$ cat src/rtl/breakpoint_trace_buffer.sv
// Trace event sink: matches events against a programmable breakpoint table, raises a halt
// request on a hit, and logs accepted events into a circular FIFO drained by the debug host.
module breakpoint_trace_buffer #(
  parameter int unsigned ID_WIDTH   = 32,
  parameter int unsigned STMT_WIDTH = 32,
  parameter int unsigned DEPTH      = 16,
  parameter int unsigned NUM_BP     = 4,
  localparam int unsigned BpIdxW    = (NUM_BP > 1) ? $clog2(NUM_BP) : 1,
  localparam int unsigned PtrW      = $clog2(DEPTH),
  localparam int unsigned CntW      = PtrW + 1
) (
  input  logic                  clk,
  input  logic                  rst,
  input  logic                  ev_valid,
  input  logic [ID_WIDTH-1:0]   ev_instance_id,
  input  logic [STMT_WIDTH-1:0] ev_stmt_id,
  input  logic                  bp_wr_en,
  input  logic [BpIdxW-1:0]     bp_wr_idx,
  input  logic                  bp_wr_enable,
  input  logic [ID_WIDTH-1:0]   bp_wr_instance,
  input  logic [STMT_WIDTH-1:0] bp_wr_stmt,
  input  logic                  resume,
  output logic                  halt_req,
  output logic [BpIdxW-1:0]     hit_idx,
  output logic                  rd_valid,
  input  logic                  rd_ready,
  output logic [ID_WIDTH-1:0]   rd_instance_id,
  output logic [STMT_WIDTH-1:0] rd_stmt_id,
  output logic [CntW-1:0]       count,
  output logic [15:0]           overflow_cnt
);

  localparam int unsigned EntryW = ID_WIDTH + STMT_WIDTH;

  localparam logic [0:0] StRun    = 1'b0;
  localparam logic [0:0] StHalted = 1'b1;

  logic [0:0]            state_q, state_d;
  logic [BpIdxW-1:0]     hit_idx_q, hit_idx_d;

  logic                  bp_en_q   [NUM_BP];
  logic [ID_WIDTH-1:0]   bp_inst_q [NUM_BP];
  logic [STMT_WIDTH-1:0] bp_stmt_q [NUM_BP];

  logic [EntryW-1:0]     mem_q [DEPTH];
  logic [PtrW-1:0]       wr_ptr_q, wr_ptr_d;
  logic [PtrW-1:0]       rd_ptr_q, rd_ptr_d;
  logic [CntW-1:0]       count_q, count_d;
  logic [15:0]           ovf_q, ovf_d;

  logic                  match;
  logic [BpIdxW-1:0]     match_idx;
  logic                  capture, full, push, pop, drop;
  logic [EntryW-1:0]     head;

  // Scan from the top so the lowest matching index is the one left standing.
  always_comb begin
    match     = 1'b0;
    match_idx = '0;
    for (int i = int'(NUM_BP) - 1; i >= 0; i--) begin
      if (bp_en_q[i] && bp_inst_q[i] == ev_instance_id && bp_stmt_q[i] == ev_stmt_id) begin
        match     = 1'b1;
        match_idx = BpIdxW'(i);
      end
    end
  end

  always_comb begin
    state_d   = state_q;
    hit_idx_d = hit_idx_q;
    case (state_q)
      StRun: begin
        if (ev_valid && match) begin
          state_d   = StHalted;
          hit_idx_d = match_idx;
        end
      end
      StHalted: begin
        if (resume) state_d = StRun;
      end
      default: state_d = StRun;
    endcase
  end

  assign rd_valid = (count_q != '0);
  assign full     = (count_q == CntW'(DEPTH));
  assign capture  = ev_valid && (state_q == StRun);
  assign pop      = rd_valid && rd_ready;
  // A pop in the same cycle frees the slot, so a full FIFO can still accept.
  assign push     = capture && (!full || pop);
  assign drop     = capture && full && !pop;

  always_comb begin
    wr_ptr_d = push ? wr_ptr_q + PtrW'(1) : wr_ptr_q;
    rd_ptr_d = pop ? rd_ptr_q + PtrW'(1) : rd_ptr_q;
    count_d  = count_q;
    if (push && !pop) begin
      count_d = count_q + CntW'(1);
    end else if (pop && !push) begin
      count_d = count_q - CntW'(1);
    end
    ovf_d = ovf_q;
    if (drop && ovf_q != 16'hFFFF) ovf_d = ovf_q + 16'd1;
  end

  always_ff @(posedge clk) begin
    if (rst) begin
      state_q   <= StRun;
      hit_idx_q <= '0;
      wr_ptr_q  <= '0;
      rd_ptr_q  <= '0;
      count_q   <= '0;
      ovf_q     <= '0;
      for (int i = 0; i < int'(NUM_BP); i++) begin
        bp_en_q[i]   <= 1'b0;
        bp_inst_q[i] <= '0;
        bp_stmt_q[i] <= '0;
      end
    end else begin
      state_q   <= state_d;
      hit_idx_q <= hit_idx_d;
      wr_ptr_q  <= wr_ptr_d;
      rd_ptr_q  <= rd_ptr_d;
      count_q   <= count_d;
      ovf_q     <= ovf_d;
      // Out-of-range indices decode to no entry and are dropped.
      for (int i = 0; i < int'(NUM_BP); i++) begin
        if (bp_wr_en && bp_wr_idx == BpIdxW'(i)) begin
          bp_en_q[i]   <= bp_wr_enable;
          bp_inst_q[i] <= bp_wr_instance;
          bp_stmt_q[i] <= bp_wr_stmt;
        end
      end
    end
  end

  always_ff @(posedge clk) begin
    if (push) mem_q[wr_ptr_q] <= {ev_instance_id, ev_stmt_id};
  end

  assign head           = mem_q[rd_ptr_q];
  assign rd_instance_id = rd_valid ? head[EntryW-1:STMT_WIDTH] : '0;
  assign rd_stmt_id     = rd_valid ? head[STMT_WIDTH-1:0] : '0;
  assign halt_req       = (state_q == StHalted);
  assign hit_idx        = hit_idx_q;
  assign count          = count_q;
  assign overflow_cnt   = ovf_q;

endmodule

$ cat config.mk
export PLATFORM = sky130hd
export DESIGN_NAME = breakpoint_trace_buffer
export DESIGN_NICKNAME = d
export VERILOG_FILES = /design/src/rtl/breakpoint_trace_buffer.sv
export SDC_FILE = /design/constraint.sdc
export NUM_CORES = 1
export LEC_CHECK = 0
export BUFFER_PORTS_ARGS = -buffer_cell sky130_fd_sc_hd__buf_4
export CAP_MARGIN = 20
export CORE_ASPECT_RATIO = 0.7
export CORE_MARGIN = 4
export CORE_UTILIZATION = 25
export CTS_BUF_LIST = sky130_fd_sc_hd__clkbuf_4 sky130_fd_sc_hd__clkbuf_8
export DETAILED_ROUTE_END_ITERATION = 7
export PLACE_DENSITY = 0.42
export RECOVER_POWER = 25
export SLEW_MARGIN = 20
export SYNTH_ARGS = -nofsm -noshare
export SYNTH_HDL_FRONTEND = slang
export SYNTH_SLANG_ARGS = --single-unit
$ cat constraint.sdc
create_clock -name clk -period 7.45 [get_ports clk]
set_clock_uncertainty 0.2 [all_clocks]
set_input_delay 0.3725 -clock clk [delete_from_list [all_inputs] [get_ports clk]]
set_output_delay 0.3725 -clock clk [all_outputs]
set_load 0.01 [all_outputs]
After elaboration in Yosys (flattened, before gate mapping)
Memories as Yosys holds them, arrays and structs flattened. A register that Yosys moved wholly into a read port is not among the register bits. Index checks and enable logic that the tools add are counted.

Flip-flop bits (word level): 32. RAM bits: 1284. Bits of input ports: 137. Output and inout port bits: 89. Memories: 4.

Memories: mem_q (words 16, width 64, rd ports 1, clocked after memory_dff 1, write ports 1, RTL line 45) `logic [EntryW-1:0] mem_q [DEPTH];`; bp_inst_q (words 4, width 32, rd ports 4, clocked after memory_dff 0, write ports 4, RTL line 42) `logic [ID_WIDTH-1:0] bp_inst_q [NUM_BP];`; bp_stmt_q (words 4, width 32, rd ports 4, clocked after memory_dff 0, write ports 4, RTL line 43) `logic [STMT_WIDTH-1:0] bp_stmt_q [NUM_BP];`; bp_en_q (words 4, width 1, rd ports 4, clocked after memory_dff 0, write ports 4, RTL line 41) `logic bp_en_q [NUM_BP];`.

Add/sub/neg operators: 5. Eq/ne operators: 13. Muxes and demuxes: 45. Bitwise gates (word level): 13. Reduce and logical (&&, ||, !) cells: 29.

Operator list (count): 32-bit 2-to-1 mux (10); 32-bit == test (8); 1-bit 2-to-1 mux (26); 1-bit logical AND (21); 16-bit by 1-bit adder with 16-bit output, second input constant (1); 16-bit inequality test, second input constant (1); 1-bit OR (12); 5-bit 2-to-1 mux (2); 4-bit by 1-bit adder with 4-bit output, second input constant (2); 2-bit 2-to-1 mux (4); 4-bit 2-to-1 mux (2); 5-bit by 1-bit adder with 5-bit output, second input constant (1); 5-bit == test, second input constant (1); 5-bit nonzero test (1); 5-bit by 1-bit subtractor with 5-bit output, second input constant (1); 2-bit == test, second input constant (2); 1-bit logical NOT (3); 2-bit by 1-bit == test with 1-bit output, second input constant (1); 2-bit logical NOT (1); 1-bit one-hot mux with 2 select lines (1); 2-bit AND reduction (1); 2-bit nonzero test (1); 1-bit logical OR (1); 1-bit inverter (1).

Depth between registers and ports, before layout
Word-level depth: 10. Depth in mapped cells: 12. Gate-level depth less buffers: 12.

Worst setup path after synthesis
OpenSTA, ideal clock, no wires.

Path kind: in2reg. From: input ev_valid. To: memory mem_q[3][0] (netlist bit), enable pin. Library setup time: 0.564 ns. Data arrival time: 5.625 ns. Required time: 6.686 ns. Slack: 1.061 ns. Stages on the path: 4. Cell sequence: or2b_2 -> nor2_1 -> nand2_1 -> nor3_1.

Cells in the longest elaborated chain, start to end: 4.

RTL lines: from (decl) (RTL line 14) `input logic ev_valid,`; 1-bit logical AND (RTL line 87) `assign capture = ev_valid && (state_q == StRun);`; 1-bit logical AND (RTL line 90) `assign push = capture && (!full || pop);`; via push (RTL line 53) `logic capture, full, push, pop, drop;`; 1-bit 2-to-1 mux (RTL line 138) `if (push) mem_q[wr_ptr_q] <= {ev_instance_id, ev_stmt_id};`; 1-bit 2-to-1 mux (implied by the code) (RTL line 138); to (decl) (RTL line 45).

The timed path passes the listed nets, and every way through them passes these cells.

==> flow_metrics.py <==
metrics = {
    "synth": {
        "synth_cells": 2647,
        "synth_top_area_frac": 0.7276,
        "ys_seq_elements": 1320,
        "syn_area_mm2": 0.05299,
        "synth_edf_count": 1284,
        "yosys-top-cells-count": "edfxtp_1, and2_1, mux4_2",
        "ys_seq_area_frac": 0.7412,
        "syn_area_per_cell_um2": 20.02,
        "synth_top_area_cell": "edfxtp_1",
        "synth-async-reset-ratio": 0,
        "yosysUniqueCellTypes": 56,
        "synth_most_common_cell": "edfxtp_1",
        "synth_fp_nets": 2795,
        "synthTopCellsByArea": "edfxtp_1, mux4_2, and2_1",
        "synth-warning-count": 0,
        "synth_ff_type": "edfxtp_1",
    },
    "clocking": {
        "clk_latency_ns": 0.91,
        "path_clk_slew_ns": 0.07,
        "max-clock-path-buffers": 4,
        "htree_levels": 4,
        "cts_tree": "yes",
        "cts_made_buffers": 221,
        "cts_sinks": 1320,
        "cts_root_buffer": "clkbuf_8",
    },
    "global_routing": {
        "grt_use_total": 0.1527,
        "antenna_found_initial": 32,
        "grt_pass1_wl_um": 233500,
        "overflow": 0,
        "grt_pass1_vias": 28190,
        "grt_max_degree": 102,
    },
    "sta": {
        "worst_slew_pin_slew_ns": 1.692,
        "totalNegativeSetupSlack_ns": 0,
        "slew-limit-headroom": -0.1283,
        "fin_crit_ns": 4.574,
        "max_freq_ghz": 0.2186,
        "finalSetupViolations": 0,
        "finalCritPeriodShare": 0.6139,
        "hold_violations": 0,
        "rsz0062_at_grt": "false",
        "slew_viol_final": 105,
    },
    "floorplanning": {
        "die_w_um": 558.3,
        "die_area_mm2": 0.2195,
        "io_pins": 226,
        "start_util": 0.2514,
        "rows": 141,
        "core_mm2": 0.2108,
        "fp.dieH_um": 393.2,
    },
    "cells_and_area": {
        "stdcell_count": 6134,
        "fillers": 20580,
        "syn2layout_area_growth_pct": 20.71,
        "final_layout_size_suffix_gt1_frac": 0.2824,
        "layout.nets": 3315,
        "multi_input_area_mm2": 0.01326,
        "regArea_mm2": 0.03929,
    },
    "outcome": {
        "status": "finished, violations left",
        "violations": "capacitance limit, slew limit",
    },
    "critical_path": {
        "crit_type": "register to primary output",
        "cp.arrival_ns": 4.00,
        "endpoint_kind": "primary output",
        "start_kind": "register",
        "worst_ep_required_time_ns": 6.88,
        "path_max_fanout": 89,
    },
    "placement": {
        "io_buffers": 225,
        "gp_congestion": 0.8395,
        "dp_hpwl_um": 107500,
        "placedCellCount": 5592,
    },
    "power": {
        "p_leak_nw": 20.31,
        "ir_worst_vdd_v": 0.0002569,
        "power.density_mw_per_mm2": 299.5,
    },
    "detailed_routing": {
        "drt_iter0_markers": 2814,
        "wire_per_inst_um": 27.73,
        "wl_um": 170100,
        "ant_nets": 0,
        "vias_per_cell": 4.519,
        "vias": 27720,
        "drc": 0,
        "dr.pass1.iters": 5,
    },
    "flow_run": {
        "cap_violations": 5,
    },
    "min_path": {
        "hold_path.class": "primary input to register",
    },
}
[metrics by stage]
| stage | setup slack [ns] | utilization | hold slack (ns) | cell area, µm² | power (mW) |
|---|---|---|---|---|---|
| 6_report | 2.876 | 0.3034 | 0.1218 | 63970 | 19.16 |
| 5_1_grt | 2.550 | 0.3034 | 0.06728 | 63960 | 20.11 |
| 4_1_cts | 2.600 | 0.3042 | 0.01313 | 64120 | 19.56 |
| 3_5_place_dp | 3.511 | 0.2769 | 0.2925 | 58380 | 12.89 |
| 3_3_place_gp | 3.477 | 0.2768 | 0.2798 | 58360 | 12.90 |
| 2_1_floorplan | 1.061 | - | 0.2540 | 52990 | 11.12 |
[registers in the layout, summed over array words and instances, names as in the netlist, named ones only]
register and cells:
hit_idx 2, rd_ptr_q 4, count 5, bp_inst_q 128, bp_stmt_q 128, wr_ptr_q 4, mem_q 1024, bp_en_q 4
overflow_cnt 16, halt_req 1
[final timing paths]
| check | from | end | slack, ns | cells past startpoint |
|---|---|---|---|---|
| min reg2reg | rd_ptr_q[3]$_SDFFE_PP0N_ | rd_ptr_q[3]$_SDFFE_PP0N_ | 0.31 | 2 |
| min | bp_wr_stmt[22] | bp_stmt_q[3][22]$_SDFFCE_PN0P_ | 0.12 | 3 |
| max | register | rd_stmt_id[28] | 2.88 | 5 |
| max reg2reg | halt_req$_SDFF_PP0_ | mem_q[0][25]$_DFFE_PP_ | 3.60 | 7 |
[where the power goes]
| group | switching [mW] | internal, mW |
|---|---|---|
| Sequential | 0.180 | 8.42 |
| Combinational | 2.10 | 1.94 |
| Clock | 3.02 | 3.51 |
| Total | 5.29 | 13.9 |
[final cells by class]
class	count	share of cell area
multi-input cells	1158	0.2073
clock buffers	307	0.05842
diodes	7	0.0002738
flip-flops and latches	1320	0.6142
clock inverters	88	0.009525
inverters	44	0.002582
well taps	2788	0.05453
repair buffers	422	0.05308
[metal layers]
metal,vias to the layer above,global-route usage,part of all wire
met4,2,0.03520,0.021
met5,-,0,0.000076
met3,231,0.03474,0.070
met2,947,0.2159,0.42
met1,14910,0.2352,0.49
li1,11640,-,-
[kinds of logic (layout without fill, tap and decap cells)]
kind of cell	count (synthesis)	after routing	share of synthesized area
buffers and inverters	169	861	0.01251
xor gates and xnor gates	227	227	0.03752
DFF	1320	1320	0.7412
and+or+nand+nor	517	517	0.05843
adders and majority gates	11	11	0.002739
muxes	323	323	0.1366
other	0	7	0
AOI/OAI and AO/OA	80	80	0.01107
[cells in the final DEF (no fill, tap or decap), drive strengths merged, types with 14 or more instances in the layout]
master       Yosys  routed
clkinv           0      73
nand4           39      39
mux4           320     320
nand2           15      15
buf             31     235
inv             44      47
nor4            37      37
a21oi           14      14
dlygate4sd3      0     140
and2           325     325
nand3           14      14
dfxtp           36      36
edfxtp        1284    1284
clkbuf          94     354
xnor2          108     108
o22ai           16      16
xor2           119     119
nor2            44      44
[worst max-delay path: stages, from the launching register on]
cell     delay (ns)
dfxtp_4        0.75
buf_12         0.61
mux4_2         0.59
mux4_2         0.65
and2_1         0.23
buf_4          0.14
[what timing repair did]
item | 4_1_cts | 5_1_grt
hold buffers | 140 | 0
endpoints found under the setup margin | 0 | 0
buffers inserted | 0 | 0
resized for setup | 0 | 0
endpoints found under the hold margin | 1338 | 0
Note: power is estimated with default switching activity, not from simulation.
